$ cat config.mk
export PLATFORM = sky130hd
export DESIGN_NAME = coin_dispenser_flat
export DESIGN_NICKNAME = d
export VERILOG_FILES = /design/src/rtl/coin_dispenser_if.sv /design/src/rtl/coin_dispenser.sv /design/src/flat_wrapper.sv
export SDC_FILE = /design/constraint.sdc
export NUM_CORES = 1
export LEC_CHECK = 0
export ABC_AREA = 1
export CORE_MARGIN = 8
export CORE_UTILIZATION = 53
export CTS_BUF_LIST = sky130_fd_sc_hd__clkbuf_4
export DETAILED_ROUTE_END_ITERATION = 8
export GPL_ROUTABILITY_DRIVEN = 0
export PLACE_DENSITY = 0.77
export SETUP_SLACK_MARGIN = 0.4
export SKIP_CTS_REPAIR_TIMING = 1
export SLEW_MARGIN = 20
export SYNTH_ARGS = -nofsm -noshare
export SYNTH_HDL_FRONTEND = slang
export SYNTH_SLANG_ARGS = --single-unit
$ cat constraint.sdc
create_clock -name clk -period 4 [get_ports clk]
set_input_delay 0.4 -clock clk [delete_from_list [all_inputs] [get_ports clk]]
set_output_delay 0.4 -clock clk [all_outputs]
set_load 0.01 [all_outputs]
$ cat src/rtl/coin_dispenser_if.sv
// coin_dispenser_if -- refund request / coin-line bundle for coin_dispenser.
//
// Signals:
//   start, amount   request side (driven by the requester)
//   abort           cancel request (COIN_DISPENSER_ABORT_EN builds only)
//   busy            refund in progress
//   D, N            one-cycle dime / nickel pulses
//   done, err       one-cycle completion pulse, err marks a rejected or
//                   aborted refund
//
// Modports: master = requester / coin receiver, slave = coin_dispenser.
interface coin_dispenser_if #(
  parameter int AMT_W = 8
);
  logic             start;
  logic [AMT_W-1:0] amount;
  logic             busy;
  logic             D;
  logic             N;
  logic             done;
  logic             err;
`ifdef COIN_DISPENSER_ABORT_EN
  logic             abort;
`endif

  modport master (
`ifdef COIN_DISPENSER_ABORT_EN
    output abort,
`endif
    output start, amount,
    input  busy, D, N, done, err
  );

  modport slave (
`ifdef COIN_DISPENSER_ABORT_EN
    input  abort,
`endif
    input  start, amount,
    output busy, D, N, done, err
  );
endinterface

$ cat src/rtl/coin_dispenser.sv
// coin_dispenser -- change-return transmitter.
//
// Takes a refund amount in cents and emits a serial stream of one-cycle
// dime (D) and nickel (N) pulses, dimes first, with GAP idle cycles after
// every coin. Amounts that are not a multiple of 5 are rejected with no
// coins and a done+err pulse.
//
// Parameters:
//   AMT_W  width of the refund amount
//   GAP    idle cycles after each coin pulse (0..15)
//
// Ports:
//   clk        clock, rising edge
//   reset      asynchronous, active-high
//   bus        coin_dispenser_if.slave (start/amount/abort in,
//              busy/D/N/done/err out, all outputs registered)
//   state_dbg  current FSM state (0 IDLE, 1 ISSUE, 2 GAPWAIT, 3 DONE)
//
// Handshake: a refund is accepted on the rising edge where the FSM is IDLE
// and start=1; amount is captured on that edge and busy rises with it.
// start is ignored while busy=1. busy stays high through the done cycle and
// falls on the following edge; the next request is taken from IDLE.
//
// Optional feature (macro COIN_DISPENSER_ABORT_EN): adds bus.abort. An abort
// sampled while a refund is in ISSUE or GAPWAIT ends it with done=err=1 on
// that edge. abort has no effect in IDLE, so start wins there.
module coin_dispenser #(
  parameter int AMT_W = 8,
  parameter int GAP   = 1
) (
  input  logic                  clk,
  input  logic                  reset,
  coin_dispenser_if.slave       bus,
  output logic [1:0]            state_dbg
);

  typedef enum logic [1:0] {
    IDLE    = 2'd0,
    ISSUE   = 2'd1,
    GAPWAIT = 2'd2,
    DONE_ST = 2'd3
  } state_t;

  // GAPWAIT is entered on the coin edge and left after GAP edges, so the
  // counter starts at GAP-1 and the exit happens when it reads zero.
  localparam logic [3:0] GAP_LOAD = (GAP > 0) ? 4'(GAP - 1) : 4'd0;
  localparam logic [AMT_W-1:0] DIME   = AMT_W'(10);
  localparam logic [AMT_W-1:0] NICKEL = AMT_W'(5);

  state_t           state, state_n;
  logic [AMT_W-1:0] rem, rem_n;
  logic             bad, bad_n;
  logic [3:0]       gap_cnt, gap_cnt_n;
  logic             busy_n, d_n, n_n, done_n, err_n;

  always_ff @(posedge clk or posedge reset) begin
    if (reset) begin
      state    <= IDLE;
      rem      <= '0;
      bad      <= 1'b0;
      gap_cnt  <= 4'd0;
      bus.busy <= 1'b0;
      bus.D    <= 1'b0;
      bus.N    <= 1'b0;
      bus.done <= 1'b0;
      bus.err  <= 1'b0;
    end else begin
      state    <= state_n;
      rem      <= rem_n;
      bad      <= bad_n;
      gap_cnt  <= gap_cnt_n;
      bus.busy <= busy_n;
      bus.D    <= d_n;
      bus.N    <= n_n;
      bus.done <= done_n;
      bus.err  <= err_n;
    end
  end

  always_comb begin
    state_n   = state;
    rem_n     = rem;
    bad_n     = bad;
    gap_cnt_n = gap_cnt;
    busy_n    = bus.busy;
    d_n       = 1'b0;
    n_n       = 1'b0;
    done_n    = 1'b0;
    err_n     = 1'b0;

    case (state)
      IDLE: begin
        if (bus.start) begin
          state_n = ISSUE;
          rem_n   = bus.amount;
          bad_n   = (bus.amount % NICKEL) != '0;
          busy_n  = 1'b1;
        end
      end

      ISSUE: begin
        if (bad || rem == '0) begin
          done_n  = 1'b1;
          err_n   = bad;
          state_n = DONE_ST;
        end else begin
          // rem is a nonzero multiple of 5 here, so below 10 means exactly 5.
          if (rem >= DIME) begin
            d_n   = 1'b1;
            rem_n = rem - DIME;
          end else begin
            n_n   = 1'b1;
            rem_n = rem - NICKEL;
          end
          if (GAP == 0) begin
            state_n = ISSUE;
          end else begin
            state_n   = GAPWAIT;
            gap_cnt_n = GAP_LOAD;
          end
        end
      end

      GAPWAIT: begin
        if (gap_cnt == 4'd0) begin
          state_n = ISSUE;
        end else begin
          gap_cnt_n = gap_cnt - 4'd1;
        end
      end

      DONE_ST: begin
        state_n = IDLE;
        busy_n  = 1'b0;
        bad_n   = 1'b0;
      end

      default: begin
        state_n = IDLE;
        busy_n  = 1'b0;
      end
    endcase

`ifdef COIN_DISPENSER_ABORT_EN
    // A pulse raised on an earlier edge already ends by itself; here only
    // the coin that would start on this edge is suppressed.
    if (bus.abort && (state == ISSUE || state == GAPWAIT)) begin
      d_n     = 1'b0;
      n_n     = 1'b0;
      done_n  = 1'b1;
      err_n   = 1'b1;
      state_n = DONE_ST;
    end
`endif
  end

  assign state_dbg = state;

endmodule

$ cat src/flat_wrapper.sv
// flat-port wrapper written by rule: the top's interface ports become plain ports
module coin_dispenser_flat 
#(
  parameter int AMT_W = 8,
  parameter int GAP   = 1
)
  (clk, reset, state_dbg, bus_start, bus_amount, bus_busy, bus_D, bus_N, bus_done, bus_err);
  coin_dispenser_if #(.AMT_W(AMT_W)) bus_i ();
  input  logic clk;
  input  logic reset;
  output logic [1:0] state_dbg;
  input wire logic [$bits(bus_i.start)-1:0] bus_start;
  input wire logic [$bits(bus_i.amount)-1:0] bus_amount;
  output wire logic [$bits(bus_i.busy)-1:0] bus_busy;
  output wire logic [$bits(bus_i.D)-1:0] bus_D;
  output wire logic [$bits(bus_i.N)-1:0] bus_N;
  output wire logic [$bits(bus_i.done)-1:0] bus_done;
  output wire logic [$bits(bus_i.err)-1:0] bus_err;
  assign bus_i.start = bus_start;
  assign bus_i.amount = bus_amount;
  assign bus_busy = bus_i.busy;
  assign bus_D = bus_i.D;
  assign bus_N = bus_i.N;
  assign bus_done = bus_i.done;
  assign bus_err = bus_i.err;
  coin_dispenser #(.AMT_W(AMT_W), .GAP(GAP)) u_core (.clk(clk), .reset(reset), .bus(bus_i), .state_dbg(state_dbg));
endmodule
==> impl_metrics.env <==
export IMPL_min_period_over_period=0.757
export IMPL_wirelength_mm=3.31
export IMPL_root_buffer="clkbuf_4"
export IMPL_cts_htree_levels=1
export IMPL_initialDrtViolationCount=93
export IMPL_dp_hpwl_mm=2.73
export IMPL_routed_via_count=1543
export IMPL_cts_tree="done"
export IMPL_ant_nets=0
export IMPL_cts_num_sinks=20
export IMPL_reg2reg_from="u_core.state_dbg[1]"
export IMPL_path_clk_slew_ns=0.11
export IMPL_critPathLaunch="bus_amount[5]"
export IMPL_grt_pass1_vias=1539
export IMPL_cts_buffers=3
export IMPL_fmax_mhz=330
export IMPL_drt_first_pass_iters=6
export IMPL_p_leak_nw=1.08
export IMPL_setup_viol_count_final=0
export IMPL_ir_drop_mv=0.409
export IMPL_routedWlPerCell_um=10.6
export IMPL_fin_util=0.613
export IMPL_syn_to_final_growth_pct=14.1
export IMPL_crit_path_max_incr_delay_ns=0.49
export IMPL_worstSetupPathDepth=25
export IMPL_crit_type="in2reg"
export IMPL_io_pins=18
export IMPL_wl_met2_mm=1.56
export IMPL_initial_utilization=0.537
export IMPL_r2r_end="u_core.rem[3]"
export IMPL_avgSynthCellArea_um2=7.12
export IMPL_crit_fanout=5
export IMPL_relSlewSlack=0.503
export IMPL_drc=0
export IMPL_ys_ff_latch=20
export IMPL_cp_data_arrival_time_ns=3.23
export IMPL_ys_seq_area_frac=0.286
export IMPL_syn_area_mm2=0.00175
export IMPL_cp_start_kind="primary input"
export IMPL_drv_slew=0
export IMPL_crit_path_top_delay_cell="clkdlybuf4s50_1"
export IMPL_num_rows=21
export IMPL_fin_ws_ns=0.971
export IMPL_final_common_cell="inv_1"
export IMPL_antenna_cells=0
export IMPL_drive_gt1_frac=0.117
export IMPL_period_minus_slack_ns=3.03
export IMPL_crit_path_end="u_core.bad"
export IMPL_r2r_cells=9
export IMPL_die_h_um=73.5
export IMPL_setup_worst_path_end_class="flip-flop"
export IMPL_fin_skew_ns=0.00989
export IMPL_tns_ns=0
export IMPL_top_layer="met4"
export IMPL_syn_inst=246
export IMPL_maxCapViolations=0
export IMPL_power_density_mw_per_mm2=660
export IMPL_cp_common_cell="inv_1"
export IMPL_fin_nets=290
export IMPL_antenna_found_initial=0
export IMPL_die_w_um=73.5
export IMPL_dieArea_mm2=0.00540
export IMPL_cts_buffer_depth=2
export IMPL_grt_first_pass_wirelength_mm=6.05
export IMPL_io_buffers=17
export IMPL_wl_met3_um=126
export IMPL_place_ws_ns=0.637
export IMPL_synth_warnings=0
export IMPL_hold_ws_ns=0.506
export IMPL_syn_num_nets=269
export IMPL_viasPerCell=4.96
export IMPL_hold_viol_final=0
export IMPL_core_area_mm2=0.00326
export IMPL_hold_class="reg2reg"
export IMPL_tightest_slew_ns=0.745
export IMPL_final_cell_mix="44 x inv_1, 43 x nand2_1, 22 x nand3_1"
export IMPL_rrSetupSlack_ns=1.79
export IMPL_status="complete, no violations"
export IMPL_cp_required_ns=4.20
export IMPL_rsz0062_at_grt="false"
export IMPL_crit_family="simple AND/OR/NAND/NOR gates"
export IMPL_worst_path_buf_inv=6
export IMPL_power_total_mw=1.32
export IMPL_clk_latency_ns=0.30
export IMPL_track_usage=0.136
export IMPL_met1_length_mm=1.59
export IMPL_grt_max_degree=21
export IMPL_ys_types=31
export IMPL_grt_ovfl_total=0
cells in the mapped netlist:
| master | number | area, µm² |
|---|---|---|
| nor3_1 | 2 | 10.0 |
| nand2_1 | 43 | 161 |
| a21o_1 | 1 | 7.51 |
| a21oi_4 | 1 | 16.3 |
| o22ai_1 | 5 | 31.3 |
| o2111ai_1 | 1 | 8.76 |
| a31oi_1 | 3 | 18.8 |
| clkbuf_1 | 1 | 3.75 |
| clkinv_1 | 1 | 3.75 |
| nand2_4 | 3 | 33.8 |
| xor2_1 | 6 | 52.6 |
| nand3_2 | 5 | 50.1 |
| bufinv_8 | 2 | 35.0 |
| o211ai_1 | 1 | 7.51 |
| a221oi_1 | 1 | 8.76 |
| ha_1 | 12 | 150 |
| o21a_1 | 1 | 7.51 |
| nand4_2 | 1 | 12.5 |
| o21ai_1 | 1 | 5.00 |
| o21ai_2 | 1 | 8.76 |
| nand3_1 | 22 | 110 |
| xnor2_1 | 1 | 8.76 |
| o21ai_0 | 14 | 70.1 |
| nand4_1 | 4 | 25.0 |
| dfrtp_1 | 20 | 500 |
| mux2i_1 | 1 | 10.0 |
| inv_2 | 3 | 11.3 |
| a21oi_1 | 14 | 70.1 |
| inv_1 | 44 | 165 |
| nand2_2 | 12 | 75.1 |
| nor2_1 | 19 | 71.3 |
cells by family (layout without fill, tap and decap cells):
| kind of cell | after synthesis | in the layout | synth area share |
|---|---|---|---|
| buffers and inverters | 51 | 70 | 0.125 |
| muxes | 1 | 1 | 0.00572 |
| and+or+nand+nor | 111 | 111 | 0.314 |
| DFF | 20 | 20 | 0.286 |
| xor gates and xnor gates | 7 | 7 | 0.0350 |
| adders and majority gates | 12 | 12 | 0.0858 |
| AOI/OAI and AO/OA | 44 | 44 | 0.149 |
report_power, final:
part / internal (mW) / switching, mW / total, mW
Combinational: 0.345 / 0.512 / 0.857
Clock: 0.0350 / 0.0565 / 0.0915
Sequential: 0.298 / 0.0709 / 0.369
per-layer routing:
layer,up-vias,track usage
met1,678,0.158
met3,4,0.0218
met5,-,0
met2,23,0.240
met4,0,0.0510
li1,838,-
tightest hold or removal path: cells and delay by family (launching register included):
family	cells	cell delay, ns
flops	1	0.37
simple gates	2	0.11
worst min-delay path by stage:
stage	end	slack [ns]	start	depth (start not counted)
2_1_floorplan	u_core.bad	0.36	reset	1
3_3_place_gp	u_core.bus.busy	0.48	u_core.bus.busy	2
3_5_place_dp	u_core.bus.busy	0.47	u_core.bus.busy	2
4_1_cts	u_core.bus.busy	0.51	u_core.bus.busy	2
5_1_grt	u_core.bus.busy	0.57	u_core.bus.busy	2
6_report	u_core.bus.busy	0.51	u_core.bus.busy	2
cell type report:
cell class	count	area, µm²
Clock buffer	3	22.5
Fill cell	322	1260
Inverter	50	215
Multi-Input combinational cell	175	1030
Sequential cell	20	500
Tap cell	46	57.6
Timing Repair Buffer	17	170
state kept, by name, indices dropped and copies added, names as in the netlist:
name              count
u_core.bus.busy       1
u_core.bus.err        1
u_core.bus.D          1
u_core.state_dbg      2
u_core.bad            1
u_core.bus.N          1
u_core.rem            8
u_core.bus.done       1
u_core.gap_cnt        4
metrics by stage:
step / std cells / area (µm²)
floorplan: 246 / 1750
CTS: 311 / 2000
global placement: 308 / 1970
detailed placement: 308 / 1970
finish: 311 / 2000
global route: 311 / 2000
No activity file was read; power rests on OpenSTA's default activity.
